[src/rtl/instr_dec_pkg.sv]
// Shared constants for the instruction-decoder bank: stack opcodes, decoder ids,
// parked-bus values and the issue controller state encoding.
package instr_dec_pkg;

  localparam logic [4:0] OPC_PUSH = 5'b01011;
  localparam logic [4:0] OPC_POP  = 5'b01100;

  localparam logic [2:0] ID_DEC0 = 3'b000;
  localparam logic [2:0] ID_DEC1 = 3'b001;
  localparam logic [2:0] ID_DEC2 = 3'b010;
  localparam logic [2:0] ID_DEC3 = 3'b011;

  localparam logic [2:0] PARK_ID    = 3'b000;
  localparam logic [4:0] PARK_INSTR = 5'b00000;
  localparam logic       PARK_CC    = 1'b0;
  localparam logic       PARK_EN_N  = 1'b1;

  // Issue controller FSM states, kept as plain constants for legacy tools.
  localparam logic [1:0] ST_IDLE   = 2'd0;
  localparam logic [1:0] ST_ISSUE  = 2'd1;
  localparam logic [1:0] ST_BUBBLE = 2'd2;

  function automatic logic is_stack_op(input logic [4:0] instr);
    return (instr == OPC_PUSH) || (instr == OPC_POP);
  endfunction

endpackage

[src/rtl/issue_hold_cnt.sv]
// Loadable down-counter that sets how long an instruction stays on the decoder bus.
// last is high while the count sits at zero; freeze holds the count.
module issue_hold_cnt (
  input  logic       clk,
  input  logic       rst_n,
  input  logic       load,
  input  logic [3:0] load_val,
  input  logic       freeze,
  output logic       last
);

  logic [3:0] count;

  always_ff @(posedge clk or negedge rst_n) begin
    if (!rst_n) begin
      count <= 4'd0;
    end else if (load) begin
      count <= load_val;
    end else if (!freeze && (count != 4'd0)) begin
      count <= count - 4'd1;
    end
  end

  assign last = (count == 4'd0);

endmodule

[src/rtl/instr_issue_ctrl.sv]
// Issue controller for the decoder bank: handshake, bus hold, post-stack bubble, stack tracking.
// Optional macro INSTR_ISSUE_CC_SYNC_EN routes cc_in through a two-flop synchronizer.
module instr_issue_ctrl
  import instr_dec_pkg::*;
#(
  parameter int ISSUE_CYCLES = 1,
  parameter int STACK_DEPTH  = 8
) (
  input  logic       clk,
  input  logic       rst_n,
  input  logic       cmd_valid,
  output logic       cmd_ready,
  input  logic [7:0] cmd_word,
  input  logic       cc_in,
  input  logic       dp_stall,
  output logic [2:0] dec_id,
  output logic [4:0] dec_instr,
  output logic       dec_cc,
  output logic       dec_en_n,
  output logic [3:0] stack_depth,
  output logic       err_ovf,
  output logic       err_unf,
  input  logic       err_clr,
  output logic       busy
);

  localparam logic [3:0] HOLD_LOAD = 4'(ISSUE_CYCLES - 1);
  localparam logic [3:0] DEPTH_MAX = 4'(STACK_DEPTH);

  logic [1:0] state, state_nxt;
  logic [2:0] cmd_id;
  logic [4:0] cmd_instr;
  logic       cc_cap;
  logic       hold_last, hold_freeze;
  logic       exit_ok, cur_stack;
  logic       accept, accept_legal;
  logic       is_push, is_pop, push_ovf, pop_unf;

  assign cmd_id    = cmd_word[7:5];
  assign cmd_instr = cmd_word[4:0];

`ifdef INSTR_ISSUE_CC_SYNC_EN
  logic cc_meta, cc_sync;

  always_ff @(posedge clk or negedge rst_n) begin
    if (!rst_n) begin
      cc_meta <= 1'b0;
      cc_sync <= 1'b0;
    end else begin
      cc_meta <= cc_in;
      cc_sync <= cc_meta;
    end
  end

  assign cc_cap = cc_sync;
`else
  assign cc_cap = cc_in;
`endif

  assign hold_freeze = dp_stall || (state != ST_ISSUE);

  issue_hold_cnt u_hold (
    .clk      (clk),
    .rst_n    (rst_n),
    .load     (accept_legal),
    .load_val (HOLD_LOAD),
    .freeze   (hold_freeze),
    .last     (hold_last)
  );

  // A stack op in flight owes a bubble, so it cannot hand over to a new command.
  always_comb begin
    cur_stack    = is_stack_op(dec_instr);
    exit_ok      = (state == ST_ISSUE) && hold_last && !dp_stall;
    cmd_ready    = (state == ST_IDLE) || (exit_ok && !cur_stack);
    accept       = cmd_valid && cmd_ready;
    is_push      = (cmd_instr == OPC_PUSH);
    is_pop       = (cmd_instr == OPC_POP);
    push_ovf     = accept && is_push && (stack_depth == DEPTH_MAX);
    pop_unf      = accept && is_pop && (stack_depth == 4'd0);
    accept_legal = accept && !push_ovf && !pop_unf;
  end

  always_comb begin
    state_nxt = state;
    case (state)
      ST_IDLE: begin
        if (accept_legal) state_nxt = ST_ISSUE;
      end
      ST_ISSUE: begin
        if (exit_ok) begin
          if (cur_stack)         state_nxt = ST_BUBBLE;
          else if (accept_legal) state_nxt = ST_ISSUE;
          else                   state_nxt = ST_IDLE;
        end
      end
      ST_BUBBLE: state_nxt = ST_IDLE;
      default:   state_nxt = ST_IDLE;
    endcase
  end

  always_ff @(posedge clk or negedge rst_n) begin
    if (!rst_n) state <= ST_IDLE;
    else        state <= state_nxt;
  end

  always_ff @(posedge clk or negedge rst_n) begin
    if (!rst_n) begin
      dec_id    <= PARK_ID;
      dec_instr <= PARK_INSTR;
      dec_cc    <= PARK_CC;
      dec_en_n  <= PARK_EN_N;
    end else if (accept_legal) begin
      dec_id    <= cmd_id;
      dec_instr <= cmd_instr;
      dec_cc    <= cc_cap;
      dec_en_n  <= 1'b0;
    end else if (state_nxt != ST_ISSUE) begin
      dec_id    <= PARK_ID;
      dec_instr <= PARK_INSTR;
      dec_cc    <= PARK_CC;
      dec_en_n  <= PARK_EN_N;
    end
  end

  always_ff @(posedge clk or negedge rst_n) begin
    if (!rst_n) begin
      stack_depth <= 4'd0;
    end else if (accept_legal && is_push) begin
      stack_depth <= stack_depth + 4'd1;
    end else if (accept_legal && is_pop) begin
      stack_depth <= stack_depth - 4'd1;
    end
  end

  // A fresh rejection outranks a clear arriving in the same cycle.
  always_ff @(posedge clk or negedge rst_n) begin
    if (!rst_n) begin
      err_ovf <= 1'b0;
      err_unf <= 1'b0;
    end else begin
      err_ovf <= push_ovf || (err_ovf && !err_clr);
      err_unf <= pop_unf || (err_unf && !err_clr);
    end
  end

  assign busy = (state != ST_IDLE);

endmodule

[config.mk]
export PLATFORM = sky130hd
export DESIGN_NAME = instr_issue_ctrl
export DESIGN_NICKNAME = d
export VERILOG_FILES = /design/src/rtl/instr_dec_pkg.sv /design/src/rtl/issue_hold_cnt.sv /design/src/rtl/instr_issue_ctrl.sv
export SDC_FILE = /design/constraint.sdc
export NUM_CORES = 1
export LEC_CHECK = 0
export CORE_AREA = 10 10 61 63
export CTS_BUF_LIST = sky130_fd_sc_hd__clkbuf_16
export DETAILED_ROUTE_END_ITERATION = 8
export DIE_AREA = 0 0 71 73
export MAX_ROUTING_LAYER = met4
export PLACE_DENSITY_LB_ADDON = 0.2
export SYNTH_ARGS = -nofsm -noshare
export SYNTH_HDL_FRONTEND = slang
export SYNTH_HIERARCHICAL = 1
export SYNTH_SLANG_ARGS = --single-unit
[constraint.sdc]
create_clock -name clk -period 3.5 [get_ports clk]
set_input_delay 0.35 -clock clk [delete_from_list [all_inputs] [get_ports clk]]
set_output_delay 0.35 -clock clk [all_outputs]
set_load 0.01 [all_outputs]
# Word-level counts from Yosys, hierarchy flattened

Cells that the tools add are included.

Logic and storage cells: 71
Output and inout port bits: 18
Input bits: 14
Flip-flop bits (word level): 22

Add/subtract/negate cells: 3
Muxes and demuxes: 17
Reductions and logical operators: 34
Eq/ne operators: 8

Operators with widths:

| kind                                                 | number |
|---|---|
| equality test 5 x 4 -> 1 bit (second input constant) | 4 |
| two-way mux 4 bit                                    | 4 |
| logical AND 1 bit                                    | 15 |
| two-way mux 5 bit                                    | 2 |
| logical NOT 4 bit                                    | 2 |
| nonzero test 2 bit                                   | 4 |
| subtractor 4 x 1 -> 4 bit (second input constant)    | 2 |
| logical NOT 1 bit                                    | 6 |
| two-way mux 2 bit                                    | 3 |
| two-way mux 3 bit                                    | 2 |
| logical OR 1 bit                                     | 5 |
| two-way mux 1 bit                                    | 5 |
| adder 4 x 1 -> 4 bit (second input constant)         | 1 |
| equality test 4 bit (second input constant)          | 1 |
| != test 2 x 1 -> 1 bit (second input constant)       | 2 |
| case mux 2 bit (2 select lines)                      | 1 |
| nonzero test 4 bit                                   | 1 |
| equality test 2 x 1 -> 1 bit (second input constant) | 1 |
| logical NOT 2 bit                                    | 1 |

# Longest topological paths before layout

Gate-level depths: netlist (run 1).

Depth in word-level cells: 18
Depth in mapped cells: 15
Mapped depth without buffers: 14

# Cells and area by module

Netlist (run 1), hierarchy kept.

By module, submodules not included:

| module           | cells each | sequential area each (um^2) | times used | area each (um^2) |
|---|---|---|---|---|
| instr_issue_ctrl | 80         | 451.7                       | 1          | 923.4 |
| issue_hold_cnt   | 25         | 100.1                       | 1          | 249.0 |

# Worst setup path after synthesis (run 1)

OpenSTA, ideal clock, no wires.

Path kind: register -> register
Start: register u_hold.count[0]
End: register stack_depth[3]
Data required time: 3.421 ns
Buffers on the path: 1
Slack: 0.592 ns
Stages on the path, launching flop included: 16
Clock period less this slack: 2.908 ns
Arrival time: 2.828 ns
Setup time: 0.079 ns
Path through: dfrtp_1 inv_1 ha_1 nor3b_2 nand2b_1 a21oi_1 o21ai_2 a21oi_2 buf_6 nand2_1 ha_1 a21o_1 a21oi_1 xnor2_1 a2111oi_2 xor2_1

Longest elaborated chain between the ends: 13
Elaborated cells on any way between the ends: 18
Those cells by class: mux (1); reduce/logical (17)

Ends and longest elaborated chain:

| what                                                    | RTL line                                         | text |
|---|---|---|
| start: declaration                                      | issue_hold_cnt.sv:12                             | `logic [3:0] count;` |
| start signal: assignment                                | issue_hold_cnt.sv:18                             | `count <= load_val;` |
| start signal: assignment                                | issue_hold_cnt.sv:20                             | `count <= count - 4'd1;` |
| logical NOT 4 bit (*)                                   | issue_hold_cnt.sv:24                             | `assign last = (count == 4'd0);` |
| net hold_last                                           | instr_issue_ctrl.sv:34                           | `logic hold_last, hold_freeze;` |
| logical AND 1 bit (*) (2 in series)                     | instr_issue_ctrl.sv:74                           | `exit_ok = (state == ST_ISSUE) && hold_last && !dp_stall;` |
| logical AND 1 bit (*)                                   | instr_issue_ctrl.sv:75                           | `cmd_ready = (state == ST_IDLE) \|\| (exit_ok && !cur_stack);` |
| logical OR 1 bit (*)                                    | instr_issue_ctrl.sv:75                           |  |
| logical AND 1 bit (*)                                   | instr_issue_ctrl.sv:76                           | `accept = cmd_valid && cmd_ready;` |
| logical AND 1 bit (2 in series)                         | instr_issue_ctrl.sv:79                           | `push_ovf = accept && is_push && (stack_depth == DEPTH_MAX);` |
| logical NOT 1 bit                                       | instr_issue_ctrl.sv:81                           | `accept_legal = accept && !push_ovf && !pop_unf;` |
| logical AND 1 bit                                       | instr_issue_ctrl.sv:81                           |  |
| logical AND 1 bit (*)                                   | instr_issue_ctrl.sv:81                           |  |
| net accept_legal                                        | instr_issue_ctrl.sv:36                           | `logic accept, accept_legal;` |
| logical AND 1 bit (on tied branches)                    | instr_issue_ctrl.sv:129, instr_issue_ctrl.sv:131 |  |
| two-way mux 4 bit or nonzero test 2 bit (tied branches) | -                                                |  |
| end signal: assignment                                  | instr_issue_ctrl.sv:130                          | `stack_depth <= stack_depth + 4'd1;` |
| end signal: assignment                                  | instr_issue_ctrl.sv:132                          | `stack_depth <= stack_depth - 4'd1;` |
| end: declaration                                        | instr_issue_ctrl.sv:20                           | `output logic [3:0] stack_depth,` |

The timed path passes the listed nets; every way through them passes the cells marked *.
A chain may end at the register's enable or synchronous reset.

# Worst setup path after layout (run 1)

Start: register u_hold.count[0]
End: register stack_depth[3]

Longest elaborated chain between the ends: 13
Elaborated cells on any way between the ends: 18
Those cells by class: mux (1); reduce/logical (17)

Ends and longest elaborated chain:

| what                                                    | RTL line |
|---|---|
| logical NOT 4 bit (*)                                   | issue_hold_cnt.sv:24 |
| net hold_last                                           | instr_issue_ctrl.sv:34 |
| logical AND 1 bit (*) (2 in series)                     | instr_issue_ctrl.sv:74 |
| logical AND 1 bit (*)                                   | instr_issue_ctrl.sv:75 |
| logical OR 1 bit (*)                                    | instr_issue_ctrl.sv:75 |
| logical AND 1 bit (*)                                   | instr_issue_ctrl.sv:76 |
| logical AND 1 bit (2 in series)                         | instr_issue_ctrl.sv:79 |
| logical NOT 1 bit                                       | instr_issue_ctrl.sv:81 |
| logical AND 1 bit                                       | instr_issue_ctrl.sv:81 |
| logical AND 1 bit (*)                                   | instr_issue_ctrl.sv:81 |
| logical AND 1 bit (on tied branches)                    | instr_issue_ctrl.sv:129, instr_issue_ctrl.sv:131 |
| two-way mux 4 bit or nonzero test 2 bit (tied branches) | - |

Marks and branches as above.

==> impl_metrics.json, run 1 <==
{
  "io_pins": 32,
  "syn_inst": 105,
  "nets": 162,
  "cts_buffers": 3,
  "critPathArrivalTime_ns": 3.11,
  "yosysWarnings": 6,
  "synth_edf_count": 0,
  "pwr-share-comb": 0.460,
  "die_x_um": 71,
  "cts_sinks": 22,
  "finalHoldViolCount": 0,
  "end_kind": "register",
  "routed_via_density": 5.333,
  "finalSetupViolCount": 0,
  "ir_drop_mv": 0.4764,
  "track_usage": 0.1055,
  "maxSlewHeadroom": 0.3341,
  "placement.io_buffers": 31,
  "cts_tree": "built",
  "rows": 19,
  "routed-via-count": 928,
  "crit_fanout": 6,
  "synth-main-ff-cell": "dfrtp_1",
  "crit_family": "compound AO/OA/AOI/OAI gates",
  "die-area_um2": 5183,
  "first_iter_violations": 53,
  "detail_route.wirelength_um": 2608,
  "yosys_register_bits": 22,
  "core_um2": 2615,
  "tightestPinTransition_ns": 0.9957,
  "grt_overflow_total": 0,
  "fin_cells": 174,
  "drcViolationCount": 0,
  "cp.buffers_inverters": 1,
  "diodes": 0,
  "min_period_ns": 2.935,
  "grt_pass1_wl_um": 4402,
  "cts_max_level": 1,
  "fmax_mhz": 340.7,
  "clockPowerShare": 0.183,
  "internal_power_mw": 0.8401,
  "max_stage_delay_ns": 0.41,
  "antenna_found_initial": 0,
  "synth_seq_area_share": 0.4707,
  "maxCapViolations": 0,
  "pwr-share-seq": 0.357,
  "required_ns": 3.67,
  "cts_resized": 0,
  "power.switching_mw": 0.4546,
  "wire_per_inst_um": 14.99,
  "hpwl_um": 2027,
  "cp_slowest_cell": "dfrtp_1",
  "crit_type": "reg2reg",
  "numPlacedInstances": 170,
  "slew_viol_final": 0,
  "layout_commonest_cell": "clkdlybuf4s50_1",
  "most-common-layout-cells": "clkdlybuf4s50_1 (31), dfrtp_1 (21), a22o_1 (8)",
  "post_cts_buffers": 0,
  "ant_nets": 0,
  "yosysUniqueCellTypes": 45,
  "clk_pin_slew_ns": 0.06,
  "postSynth.asyncResetShare": 1.000,
  "min_path_type": "reg2reg",
  "grt_pass1_vias": 973,
  "clk_latency_ns": 0.25,
  "gp_congestion": 0.8428,
  "clockRootBuffer": "clkbuf_16",
  "rsz0062_at_grt": "no",
  "cp_cell_sequence": "inv_1 > ha_1 > nor3b_2 > nand2b_1 > a21oi_1 > o21ai_2 > a21oi_2 > nand2_1 > ha_1 > a21o_1 > a21oi_1 > xnor2_1 > a2111oi_2 > xor2_1",
  "grt_start_max_net_pins": 23,
  "drive_above_1_share": 0.1259,
  "p_sw_frac": 0.3511,
  "ctsHoldBuffers": 0,
  "synthesis.area_um2": 1172,
  "finClkSkew_ns": 0.002360,
  "syn_avg_cell_area_um2": 11.17,
  "start_util": 0.4483,
  "area_growth_syn_to_layout_pct": 37.14,
  "crit_path_start_kind": "register",
  "outcome": "complete, no violations",
  "p_leak_nw": 0.6913,
  "clockBufferDepth": 2,
  "fin_setup_tns_ns": 0,
  "die-height_um": 73,
  "drtPass1Iterations": 4,
  "final.period_utilization": 0.8386,
  "cellPowerDensity_nw_per_um2": 805.3
}
## layout make-up
| class | instances | area, µm² |
|---|---|---|
| sequential | 22 | 551.8 |
| tap | 31 | 38.79 |
| inverter | 6 | 22.52 |
| clock inverter | 1 | 3.754 |
| clock buffer | 3 | 75.07 |
| timing repair buffer | 32 | 317.8 |
| fill | 238 | 1007 |
| multi-input combinational | 79 | 598.1 |
## path summary, 6_finish.rpt
| check | from | to | slack (ns) | depth (start not counted) |
|---|---|---|---|---|
| max | u_hold/count[0] | stack_depth[3] | 0.56 | 14 |
| min | dec_cc | dec_cc | 0.50 | 1 |
| max reg2reg | u_hold/count[0] | stack_depth[3] | 0.56 | 14 |
| min reg2reg | dec_cc | dec_cc | 0.50 | 1 |
| max in group asynchronous | rst_n | u_hold/count[0] | 2.25 | 1 |
| min in group asynchronous | rst_n | dec_id[1] | 0.65 | 1 |
## cells by family after synthesis
group                    synth area share
AND/OR/NAND/NOR                    0.1953
AO/OA/AOI/OAI                      0.2039
flip-flops                         0.4707
buffers and inverters             0.02881
adder cells (fa/ha/maj)           0.04910
XOR/XNOR                          0.02989
multiplexers                      0.01921
other                            0.003199
## cells in the mapped netlist, types with 2 or more instances
| library cell | instances | area (µm²) |
|---|---|---|
| nor2_1 | 5 | 18.77 |
| nor2b_1 | 2 | 12.51 |
| nor3_1 | 4 | 20.02 |
| a22o_1 | 8 | 70.07 |
| xor2_1 | 3 | 26.28 |
| a21oi_1 | 4 | 20.02 |
| ha_1 | 3 | 37.54 |
| o21ai_0 | 2 | 10.01 |
| o21ai_2 | 2 | 17.52 |
| or2_2 | 2 | 12.51 |
| o22ai_1 | 2 | 12.51 |
| nor3b_1 | 3 | 22.52 |
| dfrtp_1 | 21 | 525.5 |
| nand2_1 | 4 | 15.01 |
| mux2_1 | 2 | 22.52 |
| nand2b_1 | 4 | 25.02 |
| inv_1 | 6 | 22.52 |
## sequential cells by signal, indices dropped and copies added (netlist names)
name,flops
u_hold/count,4
dec_cc,1
dec_id,3
state,2
dec_instr,5
err_ovf,1
stack_depth,4
dec_en_n,1
err_unf,1
## metrics by stage
stage	setup WS (ns)	utilization	power (mW)	instance area [µm²]	hold slack, ns
2_1_floorplan	0.5925	-	0.7985	1184	0.05441
3_3_place_gp	0.6358	0.5847	1.054	1529	0.4853
3_5_place_dp	0.5456	0.5847	1.072	1529	0.4845
4_1_cts	0.5309	0.6148	1.316	1608	0.5067
5_1_grt	0.2466	0.6148	1.391	1608	0.5290
6_report	0.5648	0.6148	1.295	1608	0.4993
## per-layer routing
| layer | part of all wire | track usage | vias up |
|---|---|---|---|
| met4 | 0.0081 | 0.03871 | 0 |
| met2 | 0.52 | 0.1810 | 13 |
| met1 | 0.45 | 0.1166 | 458 |
| met5 | 0 | - | - |
| met3 | 0.026 | 0.02449 | 2 |
| li1 | - | - | 455 |
## power groups by stage
stage          Clock [mW]  Sequential (mW)  Combinational, mW
2_1_floorplan           0            0.482              0.316
3_3_place_gp            0            0.459              0.595
3_5_place_dp            0            0.465              0.608
4_1_cts             0.243            0.463              0.610
5_1_grt             0.253            0.477              0.661
6_report            0.237            0.462              0.596
(Power assumes the default switching activity.)
==> run 2, diff against run 1 <==
--- a/config.mk
+++ b/config.mk
@@ -5,10 +5,10 @@
 export SDC_FILE = /design/constraint.sdc
 export NUM_CORES = 1
 export LEC_CHECK = 0
-export CORE_AREA = 10 10 61 63
+export CORE_AREA = 10 10 64 66
 export CTS_BUF_LIST = sky130_fd_sc_hd__clkbuf_16
 export DETAILED_ROUTE_END_ITERATION = 8
-export DIE_AREA = 0 0 71 73
+export DIE_AREA = 0 0 74 76
 export MAX_ROUTING_LAYER = met4
 export PLACE_DENSITY_LB_ADDON = 0.2
 export SYNTH_ARGS = -nofsm -noshare
==> constraint.sdc (replaced) <==
create_clock -name clk -period 2.6 [get_ports clk]
set_input_delay 0.26 -clock clk [delete_from_list [all_inputs] [get_ports clk]]
set_output_delay 0.26 -clock clk [all_outputs]
set_load 0.01 [all_outputs]
==> run 2 against run 1 <==
Against the previous run:
- the run now ends with negative setup slack left
- clock-buffer cell count unchanged
- sequential share of layout area down 3.3 points
- die area up 8.5%
- combinational power up 61%
- sequential power up 36%
- register-to-register slack worse by 0.57 ns
- sequential cell count unchanged
- final cell count up 7.5%
- non-clock buffer count up 11
- core utilization down 0.76 points
- clock power up 80%
- worst setup slack worse by 0.57 ns
==> impl_metrics.json, run 2 (synthesized netlist as in run 1, its figures left out) <==
{
  "die-area_um2": 5624,
  "clockPowerShare": 0.212,
  "wire_per_inst_um": 16.07,
  "area_growth_syn_to_layout_pct": 51.65,
  "cts_max_level": 1,
  "start_util": 0.4004,
  "ant_nets": 0,
  "antenna_found_initial": 0,
  "grt_start_max_net_pins": 23,
  "finalSetupViolCount": 1,
  "outcome": "finished with violations",
  "most-common-layout-cells": "clkdlybuf4s50_1 (30), dfrtp_1 (21), buf_4 (12)",
  "drtPass1Iterations": 4,
  "drcViolationCount": 0,
  "r2r_cells": 14,
  "power.switching_mw": 0.6889,
  "io_pins": 32,
  "cts_buffers": 3,
  "grt_overflow_total": 0,
  "min_period_ns": 2.605,
  "gp_congestion": 0.7720,
  "r2r-start": "u_hold/count[1]",
  "final_util": 0.6073,
  "ir_drop_mv": 0.8235,
  "hpwl_um": 2261,
  "cellPowerDensity_nw_per_um2": 1134,
  "maxSlewHeadroom": 0.5545,
  "track_usage": 0.1106,
  "finClkSkew_ns": 0.002878,
  "crit_fanout": 4,
  "biggestRegsByFlops": "dec_instr: 5 flops, stack_depth: 4 flops, u_hold/count: 4 flops",
  "detail_route.wirelength_um": 3006,
  "clockRootBuffer": "clkbuf_16",
  "crit_type": "reg2reg",
  "p_sw_frac": 0.3416,
  "maxCapViolations": 0,
  "grt_pass1_vias": 1012,
  "pwr-share-comb": 0.476,
  "multi_input_area_um2": 654.4,
  "grt_pass1_wl_um": 4926,
  "cts_sinks": 22,
  "clk_pin_slew_ns": 0.06,
  "crit_path_start_kind": "register",
  "seqCellArea_um2": 551.8,
  "first_iter_violations": 49,
  "numPlacedInstances": 180,
  "diodes": 0,
  "core_um2": 2928,
  "routed_via_density": 5.283,
  "slew_viol_final": 0,
  "setup_slack_ns": -0.005206,
  "clockBufferDepth": 2,
  "rows": 20,
  "p_leak_nw": 0.7908,
  "largest_reg_flops": 5,
  "final.period_utilization": 1.002,
  "final.fill_count": 258,
  "required_ns": 2.78,
  "cts_tree": "built",
  "layout_commonest_cell": "clkdlybuf4s50_1",
  "fin_cells": 187,
  "routed-via-count": 988,
  "placement.io_buffers": 31,
  "internal_power_mw": 1.328,
  "critPathArrivalTime_ns": 2.79,
  "tightestPinTransition_ns": 0.6658,
  "die-height_um": 76,
  "pwr-share-seq": 0.313,
  "clk_latency_ns": 0.25,
  "rsz0062_at_grt": "yes",
  "holdWs_ns": 0.3497,
  "nets": 173,
  "rrSetupSlack_ns": -0.005,
  "startpoint": "u_hold/count[1]",
  "die_x_um": 74,
  "min_path_type": "in2async",
  "violations": "negative setup slack",
  "reg2reg_to": "stack_depth[3]",
  "regMostFlops": "dec_instr",
  "end_kind": "register",
  "finalHoldViolCount": 0,
  "drive_above_1_share": 0.2532,
  "fmax_mhz": 383.8
}
## run 2: layout make-up
type,instances,share of cell area
Sequential cell,22,0.3103
Clock buffer,3,0.04222
Tap cell,33,0.02322
Inverter,6,0.01267
Timing Repair Buffer,43,0.2266
Multi-Input combinational cell,79,0.3680
Clock inverter,1,0.01689
## run 2: stage by stage
stage               total power, mW   TNS [ns]  cell area [µm²]  setup WS [ns]
floorplan                     1.111   -0.02931             1220       -0.02931
global placement              1.503          0             1628        0.09108
detailed placement            1.531          0             1628        0.04529
CTS                           1.966          0             1733        0.01402
global route                  2.145    -0.1580             1778        -0.1580
finish                        2.017  -0.005206             1778      -0.005206
## run 2: worst max-delay path: stages, from the launching register on
cell and delay (ns):
dfrtp_1 0.39, inv_2 0.08, ha_4 0.15, nor3b_4 0.19, nand2b_1 0.11, a21oi_2 0.17, o21ai_2 0.08, a21oi_2 0.18
nand2_4 0.09, ha_4 0.21, a21o_1 0.16, a21oi_2 0.17, xnor2_2 0.08, a2111oi_2 0.31, xor2_1 0.17
## run 2: worst max path at each step
| stage | slack (ns) | depth (start not counted) | endpoint |
|---|---|---|---|
| floorplan | -0.03 | 15 | stack_depth[3] |
| global placement | 0.09 | 11 | stack_depth[3] |
| detailed placement | 0.05 | 12 | stack_depth[3] |
| CTS | 0.01 | 14 | stack_depth[3] |
| global route | -0.16 | 14 | stack_depth[3] |
| finish | -0.005 | 14 | stack_depth[3] |
## run 2: power by group through the flow
stage / sequential, mW / clock (mW) / combinational [mW]
2_1_floorplan: 0.658 / 0 / 0.452
3_3_place_gp: 0.628 / 0 / 0.875
3_5_place_dp: 0.635 / 0 / 0.895
4_1_cts: 0.631 / 0.432 / 0.903
5_1_grt: 0.653 / 0.444 / 1.05
6_report: 0.630 / 0.427 / 0.960
## run 2: what timing repair did
action | 4_1_cts | 5_1_grt
endpoints found under the setup margin | 0 | 2
gates resized for setup | 0 | 6
hold buffers | 0 | 0
buffers inserted | 0 | 3
## run 2: metal layers
layer / GRT usage / share of wire / routed length, µm
met1: 0.1335 / 0.44 / 1314
met2: 0.1749 / 0.51 / 1539
met3: 0.01953 / 0.039 / 118
met4: 0.04478 / 0.011 / 34
met5: - / 0 / 0
==> run 3, diff against run 2 <==
--- a/config.mk
+++ b/config.mk
@@ -9,6 +9,7 @@
 export CTS_BUF_LIST = sky130_fd_sc_hd__clkbuf_16
 export DETAILED_ROUTE_END_ITERATION = 8
 export DIE_AREA = 0 0 74 76
+export GPL_TIMING_DRIVEN = 0
 export MAX_ROUTING_LAYER = met4
 export PLACE_DENSITY_LB_ADDON = 0.2
 export SYNTH_ARGS = -nofsm -noshare
==> run 3 against run 2 <==
Against the previous run:
- the flow still finishes with violations (negative setup slack)
- clock skew increased by 0.0019 ns
- final area decreased by 2.5%
- via count fell by 2.9%
- core utilization down 1.5 points
==> impl_metrics.json, run 3 (synthesized netlist as in run 1, its figures left out) <==
{
  "dpl_worst_slack_ns": -0.3627,
  "cts_tree": "built",
  "routed_via_density": 5.298,
  "maxSlewHeadroom": 0.3545,
  "crit_fanout": 4,
  "first_iter_violations": 20,
  "ant_nets": 0,
  "multi_input_area_um2": 651.9,
  "io_pins": 32,
  "placement.io_buffers": 31,
  "min_period_ns": 2.748,
  "clk_pin_slew_ns": 0.06,
  "cellPowerDensity_nw_per_um2": 1133,
  "final_util": 0.5923,
  "fmax_mhz": 363.9,
  "crit_path_start_kind": "register",
  "regMostFlops": "dec_instr",
  "fin_setup_tns_ns": -0.1479,
  "r2r_cells": 15,
  "fin_cells": 181,
  "hpwl_um": 2146,
  "maxCapViolations": 0,
  "routed-via-count": 959,
  "track_usage": 0.1027,
  "drive_above_1_share": 0.2095,
  "start_util": 0.4004,
  "antenna_found_initial": 0,
  "detail_route.wirelength_um": 2822,
  "most-common-layout-cells": "clkdlybuf4s50_1 (30), dfrtp_1 (21), a22o_1 (8)",
  "grt_start_max_net_pins": 23,
  "min_path_type": "reg2reg",
  "nets": 167,
  "violations": "negative setup slack",
  "critPathArrivalTime_ns": 2.92,
  "numPlacedInstances": 172,
  "drtPass1Iterations": 4,
  "cts_max_level": 1,
  "diodes": 0,
  "grt_overflow_total": 0,
  "end_kind": "register",
  "cts_buffers": 3,
  "finClkSkew_ns": 0.004753,
  "finalSetupViolCount": 1,
  "slew_viol_final": 0,
  "rows": 20,
  "tightestPinTransition_ns": 0.9652,
  "grt_pass1_wl_um": 4657,
  "cts_sinks": 22,
  "ctsHoldBuffers": 0,
  "area_growth_syn_to_layout_pct": 47.92,
  "final.period_utilization": 1.057,
  "clockBufferDepth": 2,
  "core_um2": 2928,
  "grt_pass1_vias": 978,
  "biggestRegsByFlops": "dec_instr: 5 flops, stack_depth: 4 flops, u_hold/count: 4 flops",
  "clockRootBuffer": "clkbuf_16",
  "die-height_um": 76,
  "holdWs_ns": 0.4994,
  "layout_commonest_cell": "clkdlybuf4s50_1",
  "outcome": "finished with violations",
  "setup_slack_ns": -0.1479,
  "clk_latency_ns": 0.25,
  "wire_per_inst_um": 15.59,
  "ir_drop_mv": 0.6264,
  "required_ns": 2.77,
  "seqCellArea_um2": 551.8,
  "gp_congestion": 0.7826,
  "rsz0062_at_grt": "yes",
  "drcViolationCount": 0,
  "final.fill_count": 253,
  "largest_reg_flops": 5,
  "die_x_um": 74,
  "p_leak_nw": 0.7586,
  "crit_type": "reg2reg",
  "hold-path-cell-count": 1,
  "die-area_um2": 5624,
  "finalHoldViolCount": 0
}
## run 3: cell count changes in the layout (fill, tap and decap cells not counted)
cell	previous run	this run
buf_6	0	1
nor2b_1	1	2
o21ai_4	0	1
nor2b_2	1	0
o21ai_2	2	1
buf_4	12	5
xnor2_2	1	0
xnor2_1	0	1
## run 3: what timing repair did
action,4_1_cts,5_1_grt
endpoints found under the setup margin,3,4
hold endpoints to repair,0,0
cloned,0,0
gates resized for setup,0,5
buffers inserted,3,2
pin swaps,0,3
## run 3: final timing paths
check	startpoint	to	slack, ns
hold reg to reg	dec_id[1]	dec_id[1]	0.50
max in group asynchronous	rst_n	stack_depth[1]	1.47
setup reg to reg	u_hold/count[0]	stack_depth[3]	-0.15
hold / removal	dec_id[1]	dec_id[1]	0.50
min in group asynchronous	rst_n	dec_instr[4]	0.55
setup / recovery	u_hold/count[0]	stack_depth[3]	-0.15
## run 3: where the power goes
group	switching (mW)	leakage, nW	internal [mW]	total (mW)
combinational	0.396	0.426	0.505	0.901
sequential	0.156	0.281	0.485	0.640
clock	0.119	0.0511	0.305	0.424
## run 3: final cells by class
class / instances / area share
tap: 33 / 0.02381
sequential: 22 / 0.3182
multi-input combinational: 79 / 0.3759
buffer: 1 / 0.006494
inverter: 6 / 0.01299
timing repair buffer: 36 / 0.2020
clock buffer: 3 / 0.04329
clock inverter: 1 / 0.01732
## run 3: routing by layer
layer,wire [µm],track usage,vias to the layer above
met4,36,0.03358,0
met2,1473,0.1638,15
li1,-,-,468
met5,0,-,-
met1,1152,0.1190,474
met3,161,0.02995,2
## run 3: critical path, stage by stage (launching register included)
cell and delay [ns]:
dfrtp_1 0.43, inv_2 0.08, ha_4 0.13, nor3b_4 0.20, nand2b_1 0.12, a21oi_2 0.20
o21ai_4 0.09, a21oi_2 0.16, buf_6 0.13, nand2_4 0.06, ha_4 0.21, a21o_1 0.16
a21oi_2 0.12, xnor2_1 0.09, a2111oi_2 0.32, xor2_1 0.17
## run 3: metrics by stage
stage	cell area (µm²)	total power, mW
2_1_floorplan	1220	1.111
3_3_place_gp	1572	1.458
3_5_place_dp	1572	1.488
4_1_cts	1699	1.946
5_1_grt	1734	2.119
6_report	1734	1.966
